### src/rtl/alu_issue_scheduler.sv
// Age-ordered issue scheduler for the two-ALU integer cluster: picks the oldest and
// second-oldest ready RS entries each cycle via an age matrix and registers the issue.
module alu_issue_scheduler #(
  parameter int unsigned NUM_ENTRIES = 8,
  parameter int unsigned IDX_W       = 3
) (
  input  logic                     clk,
  input  logic                     reset,
  input  logic                     flush,
  input  logic [1:0]               alloc_valid,
  input  logic [2*IDX_W-1:0]       alloc_idx,
  input  logic [NUM_ENTRIES-1:0]   entry_ready,
  input  logic                     alu1_rdy,
  input  logic                     alu2_rdy,
  output logic [NUM_ENTRIES-1:0]   grant_vec,
  output logic [1:0]               issue_valid,
  output logic [2*IDX_W-1:0]       issue_idx,
  output logic [15:0]              stall_cnt,
  output logic                     proto_err
);

  localparam int unsigned N  = NUM_ENTRIES;
  localparam int unsigned CW = $clog2(NUM_ENTRIES) + 1;

  logic [N-1:0]     occ;
  logic [N-1:0]     older     [N];
  logic [N-1:0]     older_nxt [N];
  logic [N-1:0]     elig, oldest, second, g1, g2;
  logic [N-1:0]     alloc_mask, survive;
  logic [IDX_W-1:0] a0, a1;
  logic [CW-1:0]    cnt;
  logic             acc0, acc1, viol;

  function automatic logic [IDX_W-1:0] enc(input logic [N-1:0] v);
    enc = '0;
    for (int i = 0; i < N; i++)
      if (v[i]) enc = IDX_W'(i);
  endfunction

  assign a0   = alloc_idx[IDX_W-1:0];
  assign a1   = alloc_idx[2*IDX_W-1:IDX_W];
  assign elig = occ & entry_ready;

  // Rank each eligible entry by how many eligible entries are older than it.
  always_comb begin : pick
    oldest = '0;
    second = '0;
    cnt    = '0;
    for (int i = 0; i < N; i++) begin
      cnt = '0;
      for (int j = 0; j < N; j++)
        if (j != i && elig[j] && older[j][i]) cnt = cnt + CW'(1);
      oldest[i] = elig[i] && (cnt == CW'(0));
      second[i] = elig[i] && (cnt == CW'(1));
    end
  end

  always_comb begin : alu_assign
    g1 = '0;
    g2 = '0;
    if (!flush) begin
      if (alu1_rdy) begin
        g1 = oldest;
        if (alu2_rdy) g2 = second;
      end else if (alu2_rdy) begin
        g2 = oldest;
      end
    end
  end

  assign grant_vec = g1 | g2;

  // A granted entry may be reallocated in the same cycle; anything else occupied is a violation.
  always_comb begin : alloc_chk
    acc0 = alloc_valid[0] && !(occ[a0] && !grant_vec[a0]);
    acc1 = alloc_valid[1] && !(occ[a1] && !grant_vec[a1]) &&
           !(alloc_valid[0] && (a0 == a1));
    viol = (alloc_valid[0] && !acc0) || (alloc_valid[1] && !acc1);
    alloc_mask = '0;
    if (acc0) alloc_mask[a0] = 1'b1;
    if (acc1) alloc_mask[a1] = 1'b1;
  end

  assign survive = occ & ~grant_vec & ~alloc_mask;

  // New entries become younger than every survivor; slot 0 is older than slot 1.
  always_comb begin : age_upd
    for (int i = 0; i < N; i++) older_nxt[i] = older[i];
    for (int k = 0; k < N; k++) begin
      if (alloc_mask[k]) begin
        older_nxt[k] = '0;
        for (int j = 0; j < N; j++) older_nxt[j][k] = survive[j];
      end
    end
    if (acc0 && acc1) begin
      older_nxt[a0][a1] = 1'b1;
      older_nxt[a1][a0] = 1'b0;
    end
  end

  always_ff @(posedge clk or posedge reset) begin : state_q
    if (reset) begin
      occ         <= '0;
      for (int i = 0; i < N; i++) older[i] <= '0;
      issue_valid <= '0;
      issue_idx   <= '0;
      stall_cnt   <= '0;
      proto_err   <= 1'b0;
    end else if (flush) begin
      occ         <= '0;
      for (int i = 0; i < N; i++) older[i] <= '0;
      issue_valid <= '0;
    end else begin
      occ <= survive | alloc_mask;
      for (int i = 0; i < N; i++) older[i] <= older_nxt[i];
      issue_valid <= {|g2, |g1};
      if (|g1) issue_idx[IDX_W-1:0]       <= enc(g1);
      if (|g2) issue_idx[2*IDX_W-1:IDX_W] <= enc(g2);
      if (viol) proto_err <= 1'b1;
      if (|elig && (grant_vec == '0) && (stall_cnt != 16'hFFFF))
        stall_cnt <= stall_cnt + 16'd1;
    end
  end

endmodule

### config.mk
export PLATFORM = sky130hd
export DESIGN_NAME = alu_issue_scheduler
export DESIGN_NICKNAME = d
export VERILOG_FILES = /design/src/rtl/alu_issue_scheduler.sv
export SDC_FILE = /design/constraint.sdc
export NUM_CORES = 1
export LEC_CHECK = 0
export ABC_AREA = 1
export CELL_PAD_IN_SITES_DETAIL_PLACEMENT = 0
export CELL_PAD_IN_SITES_GLOBAL_PLACEMENT = 1
export CORE_MARGIN = 10
export CORE_UTILIZATION = 43
export DETAILED_ROUTE_END_ITERATION = 10
export PLACE_DENSITY_LB_ADDON = 0.25
export SLEW_MARGIN = 40
export SYNTH_ARGS = -nofsm -noshare
export SYNTH_HDL_FRONTEND = slang
export SYNTH_SLANG_ARGS = --single-unit
### constraint.sdc
create_clock -name clk -period 5.55 [get_ports clk]
set_clock_uncertainty 0.15 [all_clocks]
set_input_delay 0.8325 -clock clk [delete_from_list [all_inputs] [get_ports clk]]
set_output_delay 0.8325 -clock clk [all_outputs]
set_load 0.05 [all_outputs]
==> results of run 1 <==
-- flip-flops by register name, summed over array words and instances, names as in the netlist --
name,count
occ,8
proto_err,1
issue_idx,6
stall_cnt,16
older,56
issue_valid,2
-- repair_timing --
item                       CTS  global route
hold buffers                 0             0
gates resized for setup    101           128
cloned                       2             1
setup endpoints to repair   90            76
pin swaps                   50            84
setup buffers               40            16
-- cell usage in the layout, fill, tap and decap left out, types with 14 or more instances in the layout --
cell | synthesis | final
a21oi_1 | 72 | 59
buf_12 | 0 | 19
buf_4 | 5 | 317
buf_6 | 3 | 19
clkdlybuf4s50_1 | 0 | 39
dfrtp_1 | 89 | 89
ha_1 | 49 | 15
ha_4 | 0 | 30
inv_1 | 258 | 242
inv_2 | 12 | 19
nand2_1 | 495 | 450
nand2_2 | 3 | 38
nand2_4 | 9 | 15
nand3_1 | 260 | 250
nand3_2 | 16 | 17
nand3_4 | 11 | 21
nand4_1 | 22 | 22
nor2_1 | 137 | 111
nor2_2 | 5 | 14
nor2_4 | 0 | 17
nor3_1 | 19 | 19
o21ai_0 | 18 | 17
-- routing by layer --
layer / track usage / vias to the layer above / wire [um]
met5: 0 / - / 0
met4: 0.0987 / 0 / 1680
met1: 0.329 / 5503 / 15700
li1: - / 5881 / -
met3: 0.0581 / 103 / 3560
met2: 0.386 / 530 / 16600
-- worst reg2reg max path: cells and delay by family (launching register included) --
family | cells | cell delay (ns)
and+or+nand+nor | 20 | 2.14
AOI/OAI and AO/OA | 3 | 0.48
DFF | 1 | 0.46
adders and majority gates | 5 | 1.04
buffers and inverters | 8 | 0.99
-- cell families after synthesis --
logic type | synth area share
AOI/OAI and AO/OA | 0.0719
xor gates and xnor gates | 0.0201
adders and majority gates | 0.0641
buffers and inverters | 0.123
DFF | 0.233
and+or+nand+nor | 0.488
-- through the flow --
| stage | instances | worst slack [ns] | utilization | setup TNS [ns] | total power [mW] |
|---|---|---|---|---|---|
| after CTS | 2259 | -0.0311 | 0.634 | -0.101 | 2.27 |
| after floorplan | 1593 | 0.0167 | - | 0 | 1.29 |
| after global routing | 2274 | -0.0376 | 0.666 | -0.106 | 2.40 |
| after global placement | 2201 | -0.903 | 0.588 | -70.40 | 1.61 |
| final | 2274 | 0.121 | 0.666 | 0 | 2.30 |
| after detailed placement | 2201 | -0.931 | 0.588 | -73.33 | 1.62 |
-- report_power, final --
group	switching, mW	internal (mW)	total, mW
Clock	0.318	0.318	0.636
Combinational	0.563	0.306	0.869
Sequential	0.0665	0.729	0.795
Total	0.947	1.35	2.30
-- worst paths after layout --
| path | slack [ns] | depth (start not counted) | to |
|---|---|---|---|
| worst max-delay path | 0.12 | 27 | grant_vec[7] |
| min in group asynchronous | 0.69 | 2 | stall_cnt[6] |
| worst min register to register | 0.32 | 1 | proto_err |
| worst max register to register | 0.26 | 36 | older[46] |
| max in group asynchronous | 3.56 | 3 | occ[1] |
| worst min-delay path | 0.32 | 1 | proto_err |
-- final cells by class --
| type | instances | share of cell area |
|---|---|---|
| multi-input cells | 1209 | 0.494 |
| repair buffers | 400 | 0.235 |
| flip-flops and latches | 89 | 0.153 |
| inverters | 280 | 0.0740 |
| well taps | 280 | 0.0240 |
| clock buffers | 9 | 0.0154 |
| clock inverters | 7 | 0.00481 |
==> out/qor.csv, run 1 <==
metric,value,unit
run_status,"finished, final reports clean",
hold_viol_final,0,
overflow,0,
clock_sinks,89,
crit_arrival,4.45,ns
startpoint,entry_ready[1],
p_leak,7.31,nW
yosysSeqAreaShare,0.233,
yosysUniqueCellTypes,47,
drv_slew,0,
cts.reportedPaths.clkPinSlew,0.07,ns
crit_family,simple AND/OR/NAND/NOR gates,
required,4.57,ns
avgRoutedWirePerCell,16.5,um
grt_max_degree,59,
cts_buffers,9,
grt_pass1_wl,58.0,mm
path_class,input port to output port,
slowest_stage,or2_2,
start_kind,input port,
final_nets,2059,
place_congestion,0.988,
synth_common_cells,"nand2_1 (495), nand3_1 (260), inv_1 (258)",
hold_class,flip-flop to flip-flop,
drt-initial-drc-count,1162,
ant_nets,0,
synth_edf_count,0,
grt_util_all_layers,0.250,
clk_path_buf_depth,2,
fmax,184,MHz
syn-cell-area,9570,um2
yosysWarnings,0,
post-route-period-util,0.978,
post-route-min-period,5.43,ns
cellPowerDensity,158,nW/um2
design_area,14600,um2
finalSetupViolCount,0,
multi_input_area,7200,um2
totalWireLength,37.5,mm
slowest_delay,0.30,ns
portBuffers,53,
h-tree-depth,3,
synth_most_common_cell,nand2_1,
clkLatencyLatePin,0.37,ns
ys_async_sr_fraction,1.00,
synthDominantCellAreaShare,0.233,
whs,0.319,ns
viasPerCell,5.28,
cts_root_buf,clkbuf_16,
vdd_ir_drop_max,0.000369,V
die_h,169,um
cap_violations,0,
cp-end-kind,output port,
place_hpwl,27.2,mm
worstHoldStart,proto_err,
worstPathMaxFanout,5,
ys_ff_latch,89,
relSlewSlack,0.503,
design.die.area,28600,um2
synth_ff_type,dfrtp_1,
io_pins,54,
synthCells,1593,
dr.pass1.iters,6,
fill_cells,1986,
path_buf_inv,7,
core_area,21900,um2
vias,12000,
drive_above_1_share,0.306,
syn2layout_area_growth,52.4,%
drc,0,
die_x,169,um
worstMarginPinSlew,0.740,ns
antenna_found_initial,1,
syn_avg_cell_area,6.01,um2
register_area,2230,um2
synthTopCellsByArea,"dfrtp_1 (23%), nand2_1 (19%), nand3_1 (14%), inv_1 (10%), ha_1 (6.4%)",
postPlaceCellArea,12900,um2
num_rows,54,
cts_tree,yes,
rr_startpoint,occ[1],
start_util,0.437,
grt_pass1_vias,11300,
syn_nets,1663,
diodes,0,
synth_area_leader_cell,dfrtp_1,
(Power assumes the default switching activity.)
==> run 2, diff against run 1 <==
--- a/config.mk
+++ b/config.mk
@@ -10,6 +10,7 @@
 export CELL_PAD_IN_SITES_GLOBAL_PLACEMENT = 1
 export CORE_MARGIN = 10
 export CORE_UTILIZATION = 43
+export CTS_CLUSTER_SIZE = 40
 export DETAILED_ROUTE_END_ITERATION = 10
 export PLACE_DENSITY_LB_ADDON = 0.25
 export SLEW_MARGIN = 40
==> constraint.sdc (replaced) <==
create_clock -name clk -period 5.77 [get_ports clk]
set_clock_uncertainty 0.15 [all_clocks]
set_input_delay 0.8655 -clock clk [delete_from_list [all_inputs] [get_ports clk]]
set_output_delay 0.8655 -clock clk [all_outputs]
set_load 0.05 [all_outputs]
==> out/qor.csv, run 2 (synthesis gave the netlist of run 1 again) <==
metric,value,unit,change
slowest_delay,0.32,ns,+0.02 ns
largest_reg_flops,56,,unchanged
final_nets,2048,,-0.53%
grt_util_all_layers,0.255,,+0.00517
avgRoutedWirePerCell,16.8,um,+2.1%
drive_above_1_share,0.303,,-0.00334
clk_path_buf_depth,2,,unchanged
cts.reportedPaths.clkPinSlew,0.07,ns,about the same
startpoint,entry_ready[2],,
cp-end-kind,flip-flop,,
setup_ws,0.0966,ns,-0.0242 ns
path_common_cell,buf_4,,
fmax,176,MHz,
vias,12100,,+0.84%
die_x,169,um,unchanged
portBuffers,53,,unchanged
totalWireLength,38.1,mm,+1.6%
cts_root_buf,clkbuf_16,,
grt_max_degree,59,,unchanged
p_leak,7.26,nW,-0.59%
ant_nets,0,,unchanged
required,5.90,ns,+1.33 ns
io_pins,54,,unchanged
slowest_stage,clkinvlp_4,,
syn2layout_area_growth,49.7,%,
hold_buffers,0,,unchanged
layout_commonest_cell,nand2_1,,
overflow,0,,unchanged
worstHoldStart,issue_idx[5],,
dp.cells,2178,,-1.0%
cts_tree,yes,,
relSlewSlack,0.451,,-0.0513
worstMarginPinSlew,0.820,ns,+0.0800 ns
place_congestion,1.08,,+8.8%
path_class,input port to flip-flop,,
design.die.area,28600,um2,unchanged
run_status,"finished, final reports clean",,
die_h,169,um,unchanged
hold_viol_final,0,,unchanged
reg_top3,"older x56, stall_cnt x16, occ x8",,
drt-initial-drc-count,1261,,+8.5%
num_rows,54,,unchanged
start_kind,input port,,
diodes,0,,unchanged
clock_sinks,89,,unchanged
grt_pass1_wl,58.8,mm,+1.3%
h-tree-depth,3,,unchanged
post-route-min-period,5.67,ns,
drc,0,,unchanged
fin_cells,2263,,-0.48%
dp_slack,-0.841,ns,+0.0904 ns
clkLatencyLatePin,0.36,ns,about the same
finalSetupViolCount,0,,unchanged
final_cell_mix,"nand2_1 (451), buf_4 (310), nand3_1 (248)",,
setup_tns,0,ns,unchanged
start_util,0.437,,unchanged
cts_buffers,9,,unchanged
antenna_found_initial,0,,-1
post-route-period-util,0.983,,
fill_cells,2023,,+1.9%
core_area,21900,um2,unchanged
crit_arrival,5.80,ns,+1.35 ns
place_hpwl,27.8,mm,+2.2%
dr.pass1.iters,8,,+2
rr_startpoint,occ[1],,
cellPowerDensity,155,nW/um2,-2.0%
viasPerCell,5.35,,+1.3%
worstPathMaxFanout,7,,+2
regMostFlops,older,,
grt_pass1_vias,11600,,+2.9%
drv_slew,0,,unchanged
cap_violations,0,,unchanged
hold_class,flip-flop to flip-flop,,
vdd_ir_drop_max,0.000346,V,-6.3%
-- run 2: cell types whose count changed in the layout (fill, tap and decap cells not counted), moves of 4 or more --
cell / previous run / this run
ha_1: 15 / 25
a21oi_1: 59 / 52
nand3_2: 17 / 21
buf_4: 317 / 310
nand2_2: 38 / 42
ha_4: 30 / 22
buf_12: 19 / 15
a21oi_2: 10 / 16
nor2_2: 14 / 19
-- run 2: worst paths after layout --
path                                  end  cells after the start  slack [ns]
setup / recovery                older[57]                     36         0.1
hold / removal               issue_idx[5]                      2        0.32
setup reg to reg                older[57]                     35        0.36
hold reg to reg              issue_idx[5]                      2        0.32
max in group asynchronous  issue_valid[0]                      3        3.60
min in group asynchronous       older[44]                      2        0.82
-- run 2: repair_timing --
| action | 4_1_cts | 5_1_grt |
|---|---|---|
| setup endpoints to repair | 89 | 88 |
| gates cloned | 0 | 2 |
| setup buffers | 58 | 10 |
| resized for setup | 93 | 149 |
| pin swaps | 70 | 79 |
-- run 2: cell type report --
| class | count | area (um2) | share of cell area |
|---|---|---|---|
| multi-input combinational | 1210 | 7080 | 0.494 |
| tap | 280 | 350 | 0.0245 |
| sequential | 89 | 2230 | 0.155 |
| timing repair buffer | 388 | 3270 | 0.229 |
| inverter | 280 | 1090 | 0.0763 |
| clock buffer | 9 | 225 | 0.0157 |
| clock inverter | 7 | 77.6 | 0.00542 |
-- run 2: stage by stage --
step / instance area [um2] / utilization / hold WS (ns) / total power [mW]
floorplan: 9600 / - / 0.471 / 1.23
global placement: 12500 / 0.572 / 0.298 / 1.54
detailed placement: 12500 / 0.572 / 0.295 / 1.55
CTS: 13700 / 0.624 / 0.315 / 2.19
global route: 14300 / 0.654 / 0.341 / 2.32
finish: 14300 / 0.654 / 0.321 / 2.21
-- run 2: power by group --
part,switching [mW],internal [mW]
logic,0.539,0.288
registers,0.0627,0.701
clock network,0.282,0.341
total,0.884,1.33
-- run 2: per-layer routing --
| metal | vias up | global-route usage | routed length, um |
|---|---|---|---|
| li1 | 5864 | - | - |
| met1 | 5584 | 0.318 | 15400 |
| met2 | 554 | 0.405 | 17100 |
| met3 | 116 | 0.0692 | 3990 |
| met4 | 0 | 0.110 | 1640 |
| met5 | - | 0 | 0 |
-- run 2: critical path: cells and delay by family --
family                     cells  cell delay [ns]
and+or+nand+nor               18             2.11
buffers and inverters         11             1.47
adders and majority gates      4             0.89
AOI/OAI and AO/OA              3             0.46
